$ cat src/rtl/ddr_line_sched.sv
// ddr_line_sched: DDR burst sequencer/arbiter for cache line traffic and VGA fetch.
// Optional macro VGA_DEADLINE_EN: a VGA request waiting too long outranks fills.
module ddr_line_sched #(
   parameter int ADDR         = 25,
   parameter int LINE         = 6,
   parameter int VGA_MAX_WAIT = 64
) (
   input  logic                 ddr_clk,
   input  logic                 rst_n,
   input  logic                 ddr_rd,
   input  logic                 ddr_wr,
   input  logic [ADDR-LINE-1:0] hiaddr,
   output logic                 cache_write_data,
   output logic                 cache_read_data,
   input  logic [15:0]          ddr_dout,
   output logic [15:0]          ddr_din,
   input  logic                 vga_req,
   input  logic [ADDR-LINE-1:0] vga_line_addr,
   output logic                 vga_ack,
   output logic                 vga_rdata_valid,
   output logic [15:0]          vga_rdata,
   output logic                 mem_cmd_valid,
   input  logic                 mem_cmd_ready,
   output logic                 mem_cmd_we,
   output logic [ADDR-LINE-1:0] mem_cmd_addr,
   input  logic                 mem_rdata_valid,
   input  logic [15:0]          mem_rdata,
   input  logic                 mem_wdata_req,
   output logic [15:0]          mem_wdata,
   output logic                 busy
);

   typedef enum logic [1:0] {IDLE, CMD, XFER, DONE} state_t;

   state_t          state;
   logic [LINE-2:0] cnt;
   logic            to_vga;
   logic            arm_wr, arm_rd, arm_vga;
   logic            wr_e, rd_e, vga_e;
   logic            g_wr, g_rd, g_vga;
   logic            beat;

   assign wr_e  = ddr_wr & arm_wr;
   assign rd_e  = ddr_rd & arm_rd;
   assign vga_e = vga_req & arm_vga;
   assign beat  = (state == XFER) &&
                  (mem_cmd_we ? mem_wdata_req : mem_rdata_valid);

   assign vga_ack = g_vga;
   assign busy    = (state != IDLE);

`ifdef VGA_DEADLINE_EN
   localparam logic [6:0] MAXW = 7'(VGA_MAX_WAIT);
   logic [6:0] wcnt;
   logic       late;

   assign late = (wcnt >= MAXW);

   // Age an eligible VGA request that keeps losing arbitration.
   always_ff @(posedge ddr_clk or negedge rst_n) begin
      if (!rst_n) begin
         wcnt <= '0;
      end else if (!vga_req || g_vga) begin
         wcnt <= '0;
      end else if (vga_e && wcnt != 7'd127) begin
         wcnt <= wcnt + 7'd1;
      end
   end
`else
   logic unused_wait;
   assign unused_wait = ^VGA_MAX_WAIT;
`endif

   // Pick the winner in IDLE: write-back, then fill, then VGA.
   always_comb begin
      g_wr  = 1'b0;
      g_rd  = 1'b0;
      g_vga = 1'b0;
      if (state == IDLE) begin
         if (wr_e) g_wr = 1'b1;
`ifdef VGA_DEADLINE_EN
         else if (vga_e && late) g_vga = 1'b1;
`endif
         else if (rd_e) g_rd = 1'b1;
         else if (vga_e) g_vga = 1'b1;
      end
   end

   // Drop an arm flag at grant; re-arm once the request is seen low.
   always_ff @(posedge ddr_clk or negedge rst_n) begin
      if (!rst_n) begin
         arm_wr  <= 1'b1;
         arm_rd  <= 1'b1;
         arm_vga <= 1'b1;
      end else begin
         if (!ddr_wr) arm_wr <= 1'b1;
         else if (g_wr) arm_wr <= 1'b0;
         if (!ddr_rd) arm_rd <= 1'b1;
         else if (g_rd) arm_rd <= 1'b0;
         if (!vga_req) arm_vga <= 1'b1;
         else if (g_vga) arm_vga <= 1'b0;
      end
   end

   // Burst sequencer: command handshake, word count, drain cycle.
   always_ff @(posedge ddr_clk or negedge rst_n) begin
      if (!rst_n) begin
         state         <= IDLE;
         cnt           <= '0;
         to_vga        <= 1'b0;
         mem_cmd_valid <= 1'b0;
         mem_cmd_we    <= 1'b0;
         mem_cmd_addr  <= '0;
      end else begin
         unique case (state)
            IDLE: begin
               if (g_wr || g_rd || g_vga) begin
                  state         <= CMD;
                  mem_cmd_valid <= 1'b1;
                  mem_cmd_we    <= g_wr;
                  to_vga        <= g_vga;
                  mem_cmd_addr  <= g_vga ? vga_line_addr : hiaddr;
               end
            end
            CMD: begin
               if (mem_cmd_ready) begin
                  mem_cmd_valid <= 1'b0;
                  state         <= XFER;
               end
            end
            XFER: begin
               if (beat) begin
                  cnt <= cnt + 1'b1;
                  if (cnt == '1) state <= DONE;
               end
            end
            DONE: state <= IDLE;
            default: state <= IDLE;
         endcase
      end
   end

   // Data routing and per-word strobes, one cycle behind the DDR beat.
   always_ff @(posedge ddr_clk or negedge rst_n) begin
      if (!rst_n) begin
         cache_write_data <= 1'b0;
         cache_read_data  <= 1'b0;
         vga_rdata_valid  <= 1'b0;
         ddr_din          <= '0;
         vga_rdata        <= '0;
         mem_wdata        <= '0;
      end else begin
         cache_write_data <= 1'b0;
         cache_read_data  <= 1'b0;
         vga_rdata_valid  <= 1'b0;
         mem_wdata        <= ddr_dout;
         if (beat && !mem_cmd_we) begin
            if (to_vga) begin
               vga_rdata       <= mem_rdata;
               vga_rdata_valid <= 1'b1;
            end else begin
               ddr_din          <= mem_rdata;
               cache_write_data <= 1'b1;
            end
         end
         if (beat && mem_cmd_we) cache_read_data <= 1'b1;
      end
   end

endmodule

$ cat config.mk
export PLATFORM = sky130hd
export DESIGN_NAME = ddr_line_sched
export DESIGN_NICKNAME = d
export VERILOG_FILES = /design/src/rtl/ddr_line_sched.sv
export SDC_FILE = /design/constraint.sdc
export NUM_CORES = 1
export LEC_CHECK = 0
export ABC_AREA = 1
export BUFFER_PORTS_ARGS = -buffer_cell sky130_fd_sc_hd__buf_2
export CAP_MARGIN = 20
export CORE_AREA = 8 8 110 112
export CTS_CLUSTER_SIZE = 14
export DETAILED_ROUTE_END_ITERATION = 12
export DIE_AREA = 0 0 118 120
export GPL_TIMING_DRIVEN = 0
export PLACE_DENSITY = 0.61
export REMOVE_ABC_BUFFERS = 1
export SKIP_LAST_GASP = 1
export SYNTH_ARGS = -nofsm -noshare
export SYNTH_HDL_FRONTEND = slang
export SYNTH_SLANG_ARGS = --single-unit
$ cat constraint.sdc
create_clock -name ddr_clk -period 2.05 [get_ports ddr_clk]
set_input_delay 0.205 -clock ddr_clk [delete_from_list [all_inputs] [get_ports ddr_clk]]
set_output_delay 0.205 -clock ddr_clk [all_outputs]
set_load 0.05 [all_outputs]
==> run summary, run 1 <==
Total I/O pin count - 152
WL/cell - 13.35 um
Die area - 14160 um2
Synth Register Bits - 83
Final nets - 627
Ant diodes - 0
H-tree depth - 3
Reg2Reg Capture Point - mem_cmd_addr[13]
WP depth - 5
Reg2Reg Depth - 10
Yosys warns - 0
Final Max Tran Viols - 0
Top cells by area, synth - dfrtp_1, nand2_1, o21ai_0, inv_1, dfstp_2
Final worst path period need - 1.894 ns
Clock Skew - 0.01149 ns
Largest fanout on the critical path - 7
Critical Path Sink Type - output pin
Unrepaired setup endpoints after global routing - false
Cell Area, Placed - 4179 um2
CTS max path bufs - 2
Final Hold Fails - 0
Die extent in y - 120 um
End of the critical path - vga_ack
Final WL - 9.198 mm
Synth Area per Inst - 9.018 um2
Crit Reg-Reg Startpoint - state[0]
Fin area - 4711 um2
Post-synth top area cell - dfrtp_1
GR Overflow Total - 0
CTS Sinks - 83
DR pass1 iterations - 4
Layout filler cell count - 1060
Max_cap viols - 0
Max stage delay on crit path - 0.41 ns
Largest net degree at the start of global routing - 46
Worst path arrival time - 1.69 ns
Share of cells above drive strength 1 - 0.3443
DP HPWL - 6.603 mm
Post-synth top area share - 0.6065
CP max stage cell - dfrtp_1
Multi-input gate area - 1056 um2
First-pass GRT wire length - 15.47 mm
Fmax - 528.1 MHz
Crit Path Class - flop to output pin
CP startpoint - state[0]
Initial Util - 0.3141
1st-iter DRT viols - 153
Vias in the first global route - 3110
Mapped Area - 3301 um2
Residual DRC - 0
Outcome - complete, no violations
Peak supply drop - 0.0008825 V
Num CTS Buffers - 9
Core area - 10510 um2
Antenna violations before repair - 1
Main synth FF type - dfrtp_1
Via count - 2951
Total power per unit cell area - 1672 nW/um2
Buf/Inv on CP - 2
Post-synth ARST share - 1.000
Quantity of I/O buffers inserted on ports - 151
Commonest cells in the netlist - nand2_1, dfrtp_1, o21ai_0
Worst-Margin Slew - 0.5862 ns
Final period util - 0.9237
Yosys cell types - 19
Clk_lat worst skew - 0.34 ns
Delay-heaviest family, CP - flip-flops
Count leader, synth - nand2_1
Leakage - 2.700 nW
CTS root buf - clkbuf_8
Critical path cell sequence - inv_1 -> ha_2 -> nand3_2 -> nor2_4 -> buf_4
Register Area - 2081 um2
CTS tree - done
Startpoint types - flop
Row Count - 38
Cells after Synth - 366
Post-Place Cells - 644
Remaining antenna violation count - 0
EDFF count, synth - 0
Total GRT Usage - 0.1342
Flop-to-flop setup slack - 0.25 ns
Slew margin rel. - 0.6088
GP Congestion - 0.7497
Non-Filler Instances - 689
P&R area growth vs syn - 42.72%
Die W - 118 um
Worst EP required - 1.85 ns
Worst Hold Class - input port to flop
Clock-pin transition on the worst setup and hold timing paths - 0.08 ns
Vias per cell - 4.283
Final setup viols - 0
Seq/Total Area, Yosys - 0.6304
[kinds of logic (layout without fill, tap and decap cells)]
logic type,Yosys count,after routing,synth area share
buffers and inverters,46,228,0.06141
DFF,83,83,0.6304
xor gates and xnor gates,3,3,0.007962
AOI/OAI and AO/OA,34,34,0.05193
adders and majority gates,5,5,0.01895
and+or+nand+nor,195,196,0.2293
[tightest hold or removal path: cells and delay by family]
| kind | cells | cell delay [ns] |
|---|---|---|
| buffers and inverters | 2 | 0.14 |
| AOI/OAI and AO/OA | 1 | 0.07 |
[final cells by class]
type	instances	share of cell area
repair inverters	1	0.001594
inverters	32	0.02629
flip-flops and latches	83	0.4417
multi-input cells	238	0.2242
clock buffers	11	0.03214
repair buffers	179	0.2210
well taps	140	0.03718
clock inverters	5	0.01594
[per-layer routing]
metal / track usage / wire length [um] / vias to the layer above
met5: 0 / 8 / -
met4: 0.04163 / 83 / 2
met3: 0.06670 / 826 / 8
met2: 0.2183 / 4474 / 81
met1: 0.1523 / 3805 / 1381
li1: - / - / 1479
[state kept, by name, summed over array words and instances (netlist names), 2 cells and up]
| register | cells |
|---|---|
| ddr_din | 16 |
| cnt | 5 |
| mem_cmd_addr | 19 |
| vga_rdata | 16 |
| state | 2 |
| mem_wdata | 16 |
[through the flow]
step | hold WS [ns] | TNS (ns) | util | total power [mW] | setup WS [ns]
after CTS | 0.09465 | -4.159 | 0.4414 | 7.948 | -0.2248
after global placement | 0.3124 | -6.212 | 0.3949 | 6.429 | -0.3311
final | 0.1168 | 0 | 0.4483 | 7.878 | 0.1564
after detailed placement | 0.2191 | -10.89 | 0.3977 | 6.520 | -0.3984
after floorplan | -0.09059 | -4.637 | - | 5.455 | -0.2347
after global routing | 0.1020 | 0 | 0.4483 | 8.429 | 0.03108
[cell usage in the layout (no fill, tap or decap), types with 2 or more instances in the layout]
cell type      count
buf_2            149
buf_4              9
bufinv_16          2
clkbuf_8          11
clkinv_2           3
clkinvlp_4         2
dfrtp_1           80
dfstp_2            3
dlygate4sd3_1     20
ha_1               4
inv_1             30
nand2_1          175
nand3_1            7
nand3_2            2
nand4_1            3
nor2_1             4
o21ai_0           33
xor2_1             2
[worst min path at each step]
stage | to | from | slack, ns | cells after the start
finish | ddr_din[15] | mem_rdata[15] | 0.12 | 3
global route | vga_rdata[6] | mem_rdata[6] | 0.10 | 3
CTS | ddr_din[15] | mem_rdata[15] | 0.09 | 3
detailed placement | mem_cmd_addr[1] | rst_n | 0.22 | 1
global placement | mem_wdata[15] | ddr_dout[15] | 0.31 | 1
floorplan | cache_read_data | rst_n | -0.09 | 0
[timing repair]
item	4_1_cts	5_1_grt
endpoints found under the hold margin	57	0
cloned	2	0
hold buffers	20	0
setup endpoints to repair	55	22
buffers inserted	0	7
gates resized for setup	5	6
pin swaps	1	1
[where the power goes]
part	leakage [nW]	switching (mW)	internal, mW
Clock	0.119	0.563	0.747
Combinational	1.55	3.05	0.924
Sequential	1.03	0.328	2.27
Total	2.70	3.94	3.94
(Power assumes the default switching activity.)
==> run 2: changes to the inputs <==
- ABC_AREA: 1 -> 0
- CORE_AREA: 8 8 110 112 -> 8 8 108 110
- DIE_AREA: 0 0 118 120 -> 0 0 116 118
- PLACE_DENSITY: 0.61 -> 0.62
==> run 2 against run 1 <==
  * Synthesized area is 3.9% lower
  * Count of clock-buffer cells in the layout shrank 2
  * First-iteration DRC count decreased by 36%
  * Power about the same
  * Hold slack worse by 0.077 ns
  * Critical endpoint unchanged
==> run summary, run 2 <==
Via count - 2499
Post-synth ARST share - 1.000
H-tree depth - 3
Slew margin rel. - 0.5103
Count leader, synth - dfrtp_1
Core area - 10000 um2
Residual DRC - 0
GR Overflow Total - 0
Total GRT Usage - 0.1318
EDFF count, synth - 0
Main synth FF type - dfrtp_1
CTS tree - done
Initial Util - 0.3171
Final period util - 0.9726
Unrepaired setup endpoints after global routing - true
Fmax - 501.6 MHz
Layout filler cell count - 977
Clock-pin transition on the worst setup and hold timing paths - 0.09 ns
Clock Skew - 0.009922 ns
Die W - 116 um
Synth Register Bits - 83
Die area - 13690 um2
Quantity of I/O buffers inserted on ports - 151
Final Hold Fails - 0
Post-synth top area cell - dfrtp_1
Remaining antenna violation count - 0
Final setup viols - 0
Final worst path period need - 1.994 ns
Mapped Area - 3171 um2
Most frequent cells in the layout - buf_2, dfrtp_1, nor2_1, mux2_2, o22ai_1
Synth Area per Inst - 13.27 um2
Max_cap viols - 0
Post-synth top area share - 0.6314
Overall power - 7.880 mW
Max reg flops - 19
Row Count - 37
P&R area growth vs syn - 41.71%
Antenna violations before repair - 0
Top cells by area, synth - dfrtp_1, mux2_2, o22ai_1, mux2_1, a21oi_1
Worst EP required - 1.85 ns
Leakage - 2.208 nW
Startpoint types - flop
Crit Path Class - flop to output pin
Ant diodes - 0
Worst Hold Class - input port to flop
Peak supply drop - 0.0006594 V
Final Max Tran Viols - 0
DP HPWL - 6.325 mm
Worst path arrival time - 1.79 ns
Share of cells above drive strength 1 - 0.5012
WL/cell - 15.78 um
Seq/Total Area, Yosys - 0.6563
Cells after Synth - 239
Total power per unit cell area - 1754 nW/um2
Outcome - complete, no violations
Commonest cells in the netlist - dfrtp_1, mux2_2, nor2_1
Yosys cell types - 32
DR pass1 iterations - 4
First-pass GRT wire length - 14.10 mm
Clk_lat worst skew - 0.35 ns
Worst-Margin Slew - 0.7345 ns
CTS Sinks - 83
GP Congestion - 0.6952
Top reg by flops - mem_cmd_addr
1st-iter DRT viols - 98
Die extent in y - 118 um
Largest net degree at the start of global routing - 46
Commonest non-fill, non-tap cell in the layout - buf_2
Final setup TNS - 0 ns
Num CTS Buffers - 9
Hold Slack - 0.03961 ns
CTS max path bufs - 2
Largest fanout on the critical path - 27
Final WL - 8.729 mm
Yosys warns - 0
CTS root buf - clkbuf_8
Vias in the first global route - 2770
Critical Path Sink Type - output pin
Total I/O pin count - 152
Final nets - 495
Vias per cell - 4.519
-- run 2: cell types whose count changed in the layout (fill, tap and decap cells not counted), moves of 3 or more --
| cell | previous run | this run |
|---|---|---|
| o21ai_0 | 33 | 1 |
| nand2_1 | 175 | 18 |
| dlygate4sd3_1 | 20 | 17 |
| nand3_1 | 7 | 2 |
| buf_4 | 9 | 1 |
| mux2_1 | 0 | 10 |
| a21oi_1 | 0 | 19 |
| mux2_2 | 0 | 23 |
| inv_1 | 30 | 6 |
| inv_6 | 0 | 3 |
| o22ai_1 | 1 | 20 |
| nor2_1 | 4 | 23 |
-- run 2: worst paths after layout --
kind	depth (start not counted)	endpoint	slack (ns)	start
worst min register to register	1	cnt[3]	0.48	cnt[3]
max in group asynchronous	3	vga_rdata[4]	1.06	rst_n
min in group asynchronous	2	vga_rdata_valid	0.37	rst_n
worst max-delay path	5	vga_ack	0.06	state[0]
worst min-delay path	2	arm_vga	0.04	vga_req
worst max register to register	6	ddr_din[7]	0.18	state[0]
-- run 2: what timing repair did --
| action | CTS | global route |
|---|---|---|
| buffers inserted | 1 | 0 |
| gates cloned | 1 | 0 |
| endpoints found under the hold margin | 51 | 0 |
| pin swaps | 2 | 0 |
| resized for setup | 1 | 2 |
| hold buffers | 17 | 0 |
| endpoints found under the setup margin | 40 | 24 |
-- run 2: kinds of logic after synthesis --
| family | after synthesis | share of synthesized area |
|---|---|---|
| flip-flops | 83 | 0.6563 |
| XOR/XNOR | 3 | 0.008289 |
| buffers and inverters | 16 | 0.02328 |
| AND/OR/NAND/NOR | 51 | 0.07459 |
| adder cells (fa/ha/maj) | 5 | 0.01973 |
| AO/OA/AOI/OAI | 47 | 0.09590 |
| multiplexers | 34 | 0.1219 |
-- run 2: critical path: stages (launching register included) --
cell and delay, ns:
dfrtp_1 0.40, inv_1 0.13, ha_4 0.36, nand3_1 0.14
nor2_1 0.13, buf_2 0.28
-- run 2: routing by layer --
layer  track usage  part of all wire  wire length, um
met1        0.1415              0.39             3389
met2        0.2317              0.53             4660
met3       0.04669             0.068              591
met4       0.04461             0.010               87
met5             0                 0                0
-- run 2: cell type report --
cell class	count	area (um2)	area share
clock buffers	9	123.9	0.02757
well taps	136	170.2	0.03787
inverters	6	22.52	0.005013
multi-input cells	141	1054	0.2345
repair buffers	171	983.4	0.2189
flip-flops and latches	83	2081	0.4631
clock inverters	7	58.81	0.01309
-- run 2: through the flow --
stage,cells,utilization,worst slack [ns],instance area (um2)
final,553,0.4493,0.05621,4493
after global routing,553,0.4493,-0.09618,4493
after floorplan,229,-,-0.6660,3119
after CTS,553,0.4474,-0.1832,4474
after detailed placement,518,0.4087,-0.2531,4086
after global placement,516,0.4045,-1.290,4045
-- run 2: report_power, final --
part	leakage, nW	switching, mW	internal, mW
sequential	0.977	0.350	2.29
combinational	1.14	3.02	1.13
clock	0.0925	0.636	0.462
